### config.mk
export PLATFORM = sky130hd
export DESIGN_NAME = sfx_arbiter
export DESIGN_NICKNAME = d
export VERILOG_FILES = /design/src/rtl/sfx_arbiter.sv
export SDC_FILE = /design/constraint.sdc
export NUM_CORES = 1
export LEC_CHECK = 0
export BUFFER_PORTS_ARGS = -buffer_cell sky130_fd_sc_hd__buf_2
export CORE_ASPECT_RATIO = 1.25
export CORE_MARGIN = 4
export CORE_UTILIZATION = 60
export CTS_BUF_LIST = sky130_fd_sc_hd__clkbuf_16
export CTS_CLUSTER_SIZE = 14
export DETAILED_ROUTE_END_ITERATION = 10
export PLACE_DENSITY = 0.78
export SLEW_MARGIN = 20
export SYNTH_ARGS = -nofsm -noshare
export SYNTH_HDL_FRONTEND = slang
export SYNTH_SLANG_ARGS = --single-unit
### constraint.sdc
create_clock -name clk -period 2.67 [get_ports clk]
set_clock_uncertainty 0.2 [all_clocks]
set_input_delay 0.1335 -clock clk [delete_from_list [all_inputs] [get_ports clk]]
set_output_delay 0.1335 -clock clk [all_outputs]
set_load 0.01 [all_outputs]
### src/rtl/sfx_arbiter.sv
// sfx_arbiter: shares the single audio channel between gameplay sound
// requesters. Request rising edges are queued and granted round-robin;
// each grant plays a fixed-length tone slot followed by a silent gap.
// Sound is only produced while the game is in COUNTDOWN (3) or RACING (4).
// Optional feature macro: SFX_COOLDOWN_EN adds a per-requester lockout
// (COOLDOWN_CYCLES) that starts at each grant of that requester.
module sfx_arbiter #(
    parameter int NUM_REQ         = 4,
    parameter int PLAY_CYCLES     = 20_000_000,
    parameter int GAP_CYCLES      = 2_000_000,
    parameter int COOLDOWN_CYCLES = 50_000_000
) (
    input  logic                       clk,
    input  logic                       rst,
    input  logic [2:0]                 state,
    input  logic [NUM_REQ-1:0]         req,
    output logic                       sfx_active,
    output logic [$clog2(NUM_REQ)-1:0] sfx_id,
    output logic                       sfx_grant,
    output logic                       busy
);

    localparam int IDW     = $clog2(NUM_REQ);
    localparam int MAX_PG  = (PLAY_CYCLES > GAP_CYCLES) ? PLAY_CYCLES : GAP_CYCLES;
    localparam int MAX_ALL = (MAX_PG > COOLDOWN_CYCLES) ? MAX_PG : COOLDOWN_CYCLES;
    localparam int CNT_W   = $clog2(MAX_ALL + 1);

    localparam logic [CNT_W-1:0] CNT_ONE   = CNT_W'(1);
    localparam logic [CNT_W-1:0] PLAY_LOAD = CNT_W'(PLAY_CYCLES - 1);
    localparam logic [CNT_W-1:0] GAP_LOAD  = CNT_W'(GAP_CYCLES - 1);

    typedef enum logic [1:0] {
        S_IDLE = 2'd0,
        S_PLAY = 2'd1,
        S_GAP  = 2'd2
    } fsm_t;

    fsm_t               fsm_q, fsm_d;
    logic [CNT_W-1:0]   cnt_q, cnt_d;
    logic [NUM_REQ-1:0] req_q;
    logic [NUM_REQ-1:0] pending_q, pending_d;
    logic [IDW-1:0]     rr_q, rr_d;
    logic [IDW-1:0]     id_q, id_d;
    logic               active_q, active_d;
    logic               grant_q, grant_d;
    logic               busy_q, busy_d;

    logic               en;
    logic [NUM_REQ-1:0] rise;
    logic [NUM_REQ-1:0] cd_block;
    logic [NUM_REQ-1:0] grant_mask;
    logic [IDW-1:0]     winner;
    logic               any_pending;
    logic               do_grant;

    assign en   = (state == 3'd3) || (state == 3'd4);
    // A rise is only accepted when its requester is not locked out.
    assign rise = req & ~req_q & ~cd_block;
    assign any_pending = |pending_q;

    // Round-robin search: first pending index after the last winner.
    always_comb begin
        int             idx;
        logic [IDW-1:0] idx_v;
        logic           found;
        idx    = 0;
        idx_v  = '0;
        found  = 1'b0;
        winner = rr_q;
        for (int k = 1; k <= NUM_REQ; k++) begin
            idx   = (int'(rr_q) + k) % NUM_REQ;
            idx_v = IDW'(idx);
            if (!found && pending_q[idx_v]) begin
                found  = 1'b1;
                winner = idx_v;
            end
        end
    end

    // Slot FSM next state: grant from IDLE, time the tone, then time the gap.
    always_comb begin
        fsm_d    = fsm_q;
        cnt_d    = cnt_q;
        rr_d     = rr_q;
        id_d     = id_q;
        active_d = active_q;
        grant_d  = 1'b0;
        do_grant = 1'b0;
        if (!en) begin
            // Sound disabled: drop the slot immediately, keep id and pointer.
            fsm_d    = S_IDLE;
            active_d = 1'b0;
        end else begin
            case (fsm_q)
                S_IDLE: begin
                    if (any_pending) begin
                        do_grant = 1'b1;
                        fsm_d    = S_PLAY;
                        cnt_d    = PLAY_LOAD;
                        rr_d     = winner;
                        id_d     = winner;
                        active_d = 1'b1;
                        grant_d  = 1'b1;
                    end
                end
                S_PLAY: begin
                    if (cnt_q == '0) begin
                        fsm_d    = S_GAP;
                        cnt_d    = GAP_LOAD;
                        active_d = 1'b0;
                    end else begin
                        cnt_d = cnt_q - CNT_ONE;
                    end
                end
                S_GAP: begin
                    if (cnt_q == '0) begin
                        fsm_d = S_IDLE;
                    end else begin
                        cnt_d = cnt_q - CNT_ONE;
                    end
                end
                default: begin
                    fsm_d    = S_IDLE;
                    active_d = 1'b0;
                end
            endcase
        end
        busy_d = (fsm_d != S_IDLE);
    end

    // One-hot view of the requester being granted this cycle.
    always_comb begin
        grant_mask = '0;
        for (int i = 0; i < NUM_REQ; i++) begin
            grant_mask[i] = do_grant && (winner == IDW'(i));
        end
    end

    // Pending queue: a same-cycle rise overrides the clear from a grant.
    always_comb begin
        pending_d = '0;
        if (en) begin
            pending_d = (pending_q & ~grant_mask) | rise;
        end
    end

    // State, counter, queue and output registers.
    always_ff @(posedge clk or posedge rst) begin
        if (rst) begin
            fsm_q     <= S_IDLE;
            cnt_q     <= '0;
            req_q     <= '0;
            pending_q <= '0;
            rr_q      <= IDW'(NUM_REQ - 1);
            id_q      <= '0;
            active_q  <= 1'b0;
            grant_q   <= 1'b0;
            busy_q    <= 1'b0;
        end else begin
            fsm_q     <= fsm_d;
            cnt_q     <= cnt_d;
            req_q     <= req;
            pending_q <= pending_d;
            rr_q      <= rr_d;
            id_q      <= id_d;
            active_q  <= active_d;
            grant_q   <= grant_d;
            busy_q    <= busy_d;
        end
    end

`ifdef SFX_COOLDOWN_EN
    logic [CNT_W-1:0] cd_q [NUM_REQ];
    localparam logic [CNT_W-1:0] CD_LOAD = CNT_W'(COOLDOWN_CYCLES - 1);

    // Per-requester lockout counters; they keep running while sound is disabled.
    always_ff @(posedge clk or posedge rst) begin
        if (rst) begin
            for (int i = 0; i < NUM_REQ; i++) begin
                cd_q[i] <= '0;
            end
        end else begin
            for (int i = 0; i < NUM_REQ; i++) begin
                if (grant_mask[i]) begin
                    cd_q[i] <= CD_LOAD;
                end else if (cd_q[i] != '0) begin
                    cd_q[i] <= cd_q[i] - CNT_ONE;
                end
            end
        end
    end

    // A requester is locked out while its counter is nonzero.
    always_comb begin
        cd_block = '0;
        for (int i = 0; i < NUM_REQ; i++) begin
            cd_block[i] = (cd_q[i] != '0);
        end
    end
`else
    assign cd_block = '0;
`endif

    assign sfx_active = active_q;
    assign sfx_id     = id_q;
    assign sfx_grant  = grant_q;
    assign busy       = busy_q;

endmodule

=== Yosys cells after proc, flatten, opt, wreduce, memory -nomap -nowiden ===
Index checks and enable logic that the tools add are counted.

* Output and inout bits: 5
* Register bits: 43

* $lt $le $gt $ge: 4
* Eq/ne operators: 12
* Reductions and logical operators: 20
* Multiplexer cells: 32
* Bitwise operators: 5
* Add/sub/neg operators: 5

{| class="wikitable"
|+ Operators by type and width
! cell !! number
|-
| $mux 26 || 3
|-
| $pmux 26 s3 || 1
|-
| $logic_not 26->1 || 1
|-
| $sub 26x1->26 const B || 1
|-
| $mux 2 || 8
|-
| $mux 1 || 13
|-
| $lt 2x3->1 const B || 4
|-
| $and 4x4->4 || 2
|-
| $bmux 1 s2 || 4
|-
| $not 4->4 || 2
|-
| $logic_and 1x1->1 || 7
|-
| $eq 2x2->1 const B || 3
|-
| $ne 2x2->1 const B || 3
|-
| $ne 3x3->1 const B || 2
|-
| $pmux 2 s3 || 1
|-
| $reduce_and 3->1 || 2
|-
| $add 2x1->2 const B || 2
|-
| $add 2x2->2 const B || 2
|-
| $eq 2x1->1 const B || 2
|-
| $logic_not 2->1 || 2
|-
| $mux 4 || 1
|-
| $or 4x4->4 || 1
|-
| $reduce_and 4->1 || 1
|-
| $reduce_or 4->1 || 1
|-
| other kinds (7) || 9
|}

=== Depth between registers and ports, before layout ===
Gate-level depths: netlist of the first run.

* Depth after elaboration: 19
* Gate-level depth with buffers: 10
* Depth with buffers taken out: 8

=== Least setup slack after synthesis of the first run ===
OpenSTA, ideal clock, no wires.

* Path type: flip-flop to flip-flop
* Start: reg cnt_q[0]
* End: reg cnt_q[24]
* Arrival: 1.922 ns
* Stages on the path, launching flop included: 9
* Setup slack: 0.427 ns
* Data required time: 2.349 ns
* Cells stage by stage: dfrtp_1 inv_1 ha_1 or4b_4 nor4_1 a21o_2 buf_6 o21ai_0 a22o_1

* Word-level cells in the longest chain between the ends: 3
* Elaborated cells on any way between the ends: 7
* Classes of those cells: 1 x add/sub; 1 x eq/ne; 3 x mux; 2 x reduce/logical

{| class="wikitable"
|+ Ends and longest elaborated chain
! element !! RTL line !! source
|-
| start: declaration || 39 || <nowiki>logic [CNT_W-1:0] cnt_q, cnt_d;</nowiki>
|-
| start signal: assignment || 161 || <nowiki>cnt_q <= cnt_d;</nowiki>
|-
| $sub 26x1->26 or $logic_not 26->1 (tied branches) || -- ||
|-
| $mux 26 (tied with other cells) || 116 || <nowiki>if (cnt_q == '0) begin</nowiki>
|-
| $pmux 26 s3 or $reduce_and 4->1 (tied branches) || -- ||
|}

Parallel ways exist; a longest one is shown, timed or not. The select of a mux whose other input is x is not followed.
A chain may end at the register's enable or synchronous reset.

=== Worst setup path in the final report of the first run ===
* Start: reg cnt_q[1]
* End: reg cnt_q[3]

The elaborated chain is that of the path after synthesis.

==> flow_metrics.py, run 1 <==
metrics = {
    "power_and_ir_drop": {
        "power_per_cell_area_nw_per_um2": 670,
        "p_leak_nw": 1.21,
        "peakVddDrop_v": 0.000370,
        "power.total_w": 0.00193,
    },
    "floorplanning": {
        "rows": 25,
        "dieWidth_microns": 65.4,
        "die-area_sq_um": 5210,
        "start_util": 0.636,
        "core_sq_um": 3880,
        "io_pins": 14,
        "die_h_microns": 79.7,
    },
    "critical_path": {
        "r2r_cells": 8,
        "cp-startpoint": "cnt_q[1]",
        "reg2reg_slack_ns": 0.16,
        "regToRegStartpoint": "cnt_q[1]",
        "critPathKind": "flip-flop to flip-flop",
        "critPathMaxFanout": 14,
        "cp-start-kind": "flip-flop",
        "endpoint_kind": "flip-flop",
        "arrival_ns": 2.53,
        "crit_required_ns": 2.70,
        "timing.rr.end": "cnt_q[3]",
        "cp-endpoint": "cnt_q[3]",
    },
    "logic_synthesis": {
        "yosysUniqueCellTypes": 52,
        "syn_area_sq_um": 2470,
        "synth-seq-area-share": 0.437,
        "synth_edf_count": 0,
        "synthFlopType": "dfrtp_1",
        "ys_warn_count": 0,
        "ys_async_sr_fraction": 1.00,
        "syn-mean-instance-area_sq_um": 9.21,
        "synth-seq-cells": 43,
        "synthCells": 268,
        "synth_nets": 283,
    },
    "placement": {
        "port_buffers": 13,
        "gp_congestion": 0.879,
        "hpwl_microns": 4190,
    },
    "clocking": {
        "ctsHtreeMaxLevel": 2,
        "cts_tree": "done",
        "clkSlewWorstSetupHoldPaths_ns": 0.06,
        "clk_path_buf_depth": 2,
        "numCtsBuffers": 5,
        "clock_latency_ns": 0.29,
        "cts_sinks": 43,
        "cts-root-buf": "clkbuf_16",
    },
    "layout": {
        "fillers": 298,
        "layout-drive-gt1-share": 0.182,
        "final_common_cell": "dfrtp_1",
        "nets": 316,
        "n_antenna_cell": 0,
        "layout_common_cells": "dfrtp_1, nor2_1, a21oi_1",
        "syn_to_final_growth_pct": 16.9,
    },
    "grt": {
        "antenna_found_initial": 0,
        "grt_pass1_wl_microns": 10600,
        "grt_pass1_vias": 2305,
        "grt_usage": 0.260,
        "overflow": 0,
        "grt_max_degree": 24,
    },
    "flow_run": {
        "max_cap_violations": 0,
    },
    "timing": {
        "setup_viol_count_final": 0,
        "slew_violations": 0,
        "tns_ns": 0,
        "relSlewSlack": 0.451,
        "timing.fmax_mhz": 399,
        "min_period_over_period": 0.939,
        "min_period_ns": 2.51,
        "rsz0062_at_grt": "no",
        "hold_ws_ns": 0.265,
        "hold_viol": 0,
        "tightest_slew_ns": 0.818,
    },
    "routing": {
        "drc_errors": 0,
        "firstDrtPassIters": 5,
        "viasPerCell": 6.44,
        "totalWireLength_microns": 6040,
        "vias": 2294,
        "antenna_left": 0,
        "drt_iter0_markers": 159,
        "wire_per_inst_microns": 17.0,
    },
    "status": {
        "status": "finished, final reports clean",
    },
    "hold_path": {
        "min_path_type": "primary input to flip-flop",
    },
}
## area by class of cell
| class | count | area (sq um) | share of cell area |
|---|---|---|---|
| Sequential cell | 43 | 1080 | 0.374 |
| Clock buffer | 5 | 125 | 0.0434 |
| Timing Repair Buffer | 33 | 240 | 0.0833 |
| Tap cell | 54 | 67.6 | 0.0234 |
| Clock inverter | 3 | 38.8 | 0.0134 |
| Multi-Input combinational cell | 208 | 1300 | 0.450 |
| Inverter | 10 | 37.5 | 0.0130 |
## routing by layer
layer | vias up | global-route usage | part of all wire
met1 | 1107 | 0.312 | 0.40
met2 | 95 | 0.449 | 0.51
li1 | 1072 | - | -
met3 | 20 | 0.0479 | 0.056
met4 | 0 | 0.118 | 0.026
met5 | - | 0 | 0
## registers in the layout, summed over array words and instances, names as in the netlist
register / count
busy: 1
cnt_q: 26
fsm_q: 2
pending_q: 4
req_q: 4
rr_q: 2
sfx_active: 1
sfx_grant: 1
sfx_id: 2
## logic make-up after synthesis
family | after synthesis | synth area share
adder cells (fa/ha/maj) | 6 | 0.0304
AND/OR/NAND/NOR | 106 | 0.234
buffers and inverters | 17 | 0.0380
flip-flops | 43 | 0.437
multiplexers | 1 | 0.00405
AO/OA/AOI/OAI | 95 | 0.256
## through the flow
stage	util	setup slack (ns)	cell area (sq um)	cells
after detailed placement	0.679	0.163	2640	340
after floorplan	-	0.427	2470	268
after CTS	0.735	0.140	2850	353
after global placement	0.679	0.223	2640	340
final	0.744	0.163	2890	356
after global routing	0.744	0.00970	2890	356
## report_power, final
group          internal [W]  switching, W
combinational      0.000166      0.000206
sequential         0.000767      0.000116
clock              0.000436      0.000243
total               0.00137      0.000565
## Yosys cell counts (4+ instances only)
| cell | number | area share |
|---|---|---|
| inv_1 | 10 | 0.015 |
| buf_6 | 4 | 0.018 |
| nor3_1 | 10 | 0.020 |
| a31oi_1 | 9 | 0.023 |
| nand2b_1 | 5 | 0.013 |
| a21oi_1 | 32 | 0.065 |
| nand2_1 | 23 | 0.035 |
| nand3_1 | 4 | 0.0081 |
| a211oi_1 | 4 | 0.012 |
| o21ai_0 | 15 | 0.030 |
| nor4_1 | 5 | 0.013 |
| ha_1 | 6 | 0.030 |
| o21a_1 | 6 | 0.018 |
| o22a_1 | 8 | 0.028 |
| nor2_1 | 33 | 0.050 |
| dfrtp_1 | 41 | 0.42 |
## critical path, cell delays in order (launching register included)
cell     delay (ns)
dfrtp_1        0.42
inv_1          0.12
ha_1           0.14
or4b_4         0.48
nor3_4         0.24
nand2_2        0.15
o21ai_4        0.39
o21a_1         0.19
o22a_1         0.12
## what timing repair did
| item | in CTS | in global routing |
|---|---|---|
| hold buffers | 5 | 0 |
| endpoints found under the setup margin | 0 | 9 |
| gates resized for setup | 0 | 1 |
| hold endpoints to repair | 29 | 0 |
| setup buffers | 0 | 3 |
## worst min path at each step
stage | cells after the start | slack (ns) | from | endpoint
floorplan | 0 | -0.04 | req[0] | req_q[0]
global placement | 2 | 0.007 | rst | req_q[2]
detailed placement | 2 | 0.03 | rst | req_q[3]
CTS | 3 | 0.27 | rst | req_q[3]
global route | 1 | 0.31 | sfx_id[0] | sfx_id[0]
finish | 4 | 0.27 | state[0] | pending_q[2]
Power figures use the tool's default switching activity.
==> run 2, diff against run 1 <==
--- a/config.mk
+++ b/config.mk
@@ -13,6 +13,7 @@
 export CTS_CLUSTER_SIZE = 14
 export DETAILED_ROUTE_END_ITERATION = 10
 export PLACE_DENSITY = 0.78
+export RECOVER_POWER = 25
 export SLEW_MARGIN = 20
 export SYNTH_ARGS = -nofsm -noshare
 export SYNTH_HDL_FRONTEND = slang
==> flow_metrics.py, run 2 (same netlist as run 1, synthesis figures left out) <==
metrics = {
    "critical_path": {
        "arrival_ns": 2.53,
        "regToRegStartpoint": "cnt_q[1]",
        "slowest_stage": "or4b_4",
        "crit_required_ns": 2.70,
        "endpoint_kind": "flip-flop",
        "path_depth": 8,
        "cp_top_family": "simple AND/OR/NAND/NOR gates",
        "critPathMaxFanout": 14,
        "critPathKind": "flip-flop to flip-flop",
        "slowest_delay_ns": 0.48,
        "timing.rr.end": "cnt_q[3]",
        "cp-endpoint": "cnt_q[3]",
        "cp.buffers_inverters": 1,
        "r2r_cells": 8,
        "cp_cell_sequence": "inv_1 -> ha_1 -> or4b_4 -> nor3_4 -> nand2_2 -> o21ai_4 -> o21a_1 -> o22a_1",
        "reg2reg_slack_ns": 0.16,
        "cp-startpoint": "cnt_q[1]",
        "cp-start-kind": "flip-flop",
    },
    "layout": {
        "utilization": 0.741,
        "syn_to_final_growth_pct": 16.4,
        "nets": 316,
        "stdcell_count": 356,
        "reg_top3": "cnt_q: 26 flops, pending_q: 4 flops, req_q: 4 flops",
        "largest_reg_flops": 26,
        "top_register": "cnt_q",
        "final_common_cell": "dfrtp_1",
        "n_antenna_cell": 0,
        "layout-drive-gt1-share": 0.152,
        "layout_common_cells": "dfrtp_1, nor2_1, a21oi_1",
    },
    "floorplanning": {
        "start_util": 0.636,
        "dieWidth_microns": 65.4,
        "core_sq_um": 3880,
        "die-area_sq_um": 5210,
        "io_pins": 14,
        "rows": 25,
        "die_h_microns": 79.7,
    },
    "routing": {
        "firstDrtPassIters": 5,
        "wire_per_inst_microns": 17.0,
        "antenna_left": 0,
        "drt_iter0_markers": 153,
        "drc_errors": 0,
        "viasPerCell": 6.42,
        "vias": 2286,
        "totalWireLength_microns": 6050,
    },
    "status": {
        "status": "finished, final reports clean",
    },
    "timing": {
        "min_period_over_period": 0.939,
        "slew_violations": 0,
        "timing.fmax_mhz": 399,
        "setup_viol_count_final": 0,
        "relSlewSlack": 0.451,
        "hold_viol": 0,
        "tns_ns": 0,
        "rsz0062_at_grt": "no",
        "min_period_ns": 2.51,
        "tightest_slew_ns": 0.818,
        "hold_ws_ns": 0.266,
    },
    "power_and_ir_drop": {
        "power_per_cell_area_nw_per_um2": 671,
        "peakVddDrop_v": 0.000370,
        "p_leak_nw": 1.18,
    },
    "clocking": {
        "cts_tree": "done",
        "clock_latency_ns": 0.29,
        "numCtsBuffers": 5,
        "clkSlewWorstSetupHoldPaths_ns": 0.06,
        "clk_path_buf_depth": 2,
        "ctsHtreeMaxLevel": 2,
        "cts-root-buf": "clkbuf_16",
        "cts_sinks": 43,
    },
    "placement": {
        "dp.cells": 340,
        "hpwl_microns": 4190,
        "port_buffers": 13,
        "gp_congestion": 0.879,
    },
    "grt": {
        "grt_usage": 0.260,
        "grt_pass1_wl_microns": 10600,
        "grt_pass1_vias": 2305,
        "antenna_found_initial": 0,
        "grt_max_degree": 24,
        "overflow": 0,
    },
    "flow_run": {
        "max_cap_violations": 0,
    },
    "hold_path": {
        "min_path_type": "primary input to flip-flop",
    },
}
==> run 2: cell count changes in the layout (fill, tap and decap cells not counted) <==
cell	previous run	this run
clkbuf_1	0	9
buf_2	13	4
==> run 2: layout make-up <==
| class | instances | area [sq um] |
|---|---|---|
| Sequential cell | 43 | 1080 |
| Multi-Input combinational cell | 208 | 1300 |
| Timing Repair Buffer | 33 | 229 |
| Inverter | 10 | 37.5 |
| Clock buffer | 5 | 125 |
| Fill cell | 307 | 1000 |
| Clock inverter | 3 | 38.8 |
| Tap cell | 54 | 67.6 |
==> run 2: how the worst min path moves through the flow <==
stage | start | end | depth (start not counted)
CTS | rst | req_q[3] | 3
detailed placement | rst | req_q[3] | 2
finish | state[0] | pending_q[2] | 4
global placement | rst | req_q[2] | 2
floorplan | req[0] | req_q[0] | 0
global route | sfx_id[0] | sfx_id[0] | 1
==> run 2: what timing repair did <==
action	CTS	global route
setup buffers	0	3
hold endpoints to repair	29	0
hold buffers	5	0
resized for setup	0	1
endpoints found under the setup margin	0	9
==> run 2: power by group <==
part	total (W)	internal [W]	switching, W
Sequential	0.000884	0.000767	0.000117
Clock	0.000679	0.000436	0.000243
Combinational	0.000366	0.000160	0.000206
==> run 2: routing by layer <==
metal / GRT usage / routed length, microns / vias up
met5: 0 / 0 / -
met4: 0.118 / 159 / 0
met3: 0.0479 / 340 / 20
met2: 0.449 / 3100 / 95
met1: 0.312 / 2450 / 1100
li1: - / - / 1071
==> run 2: worst reg2reg max path, stage by stage, from the launching register on <==
cell and delay [ns]:
dfrtp_1 0.42, inv_1 0.12, ha_1 0.14, or4b_4 0.48, nor3_4 0.24, nand2_2 0.15
o21ai_4 0.39, o21a_1 0.19, o22a_1 0.12
==> run 2: metrics by stage <==
step                      cell area (sq um)  power [W]  setup slack, ns
after floorplan                        2470    0.00112            0.427
after global placement                 2640    0.00123            0.223
after detailed placement               2640    0.00124            0.163
after CTS                              2850    0.00192            0.140
after global routing                   2870    0.00202          0.00970
final                                  2870    0.00193            0.163
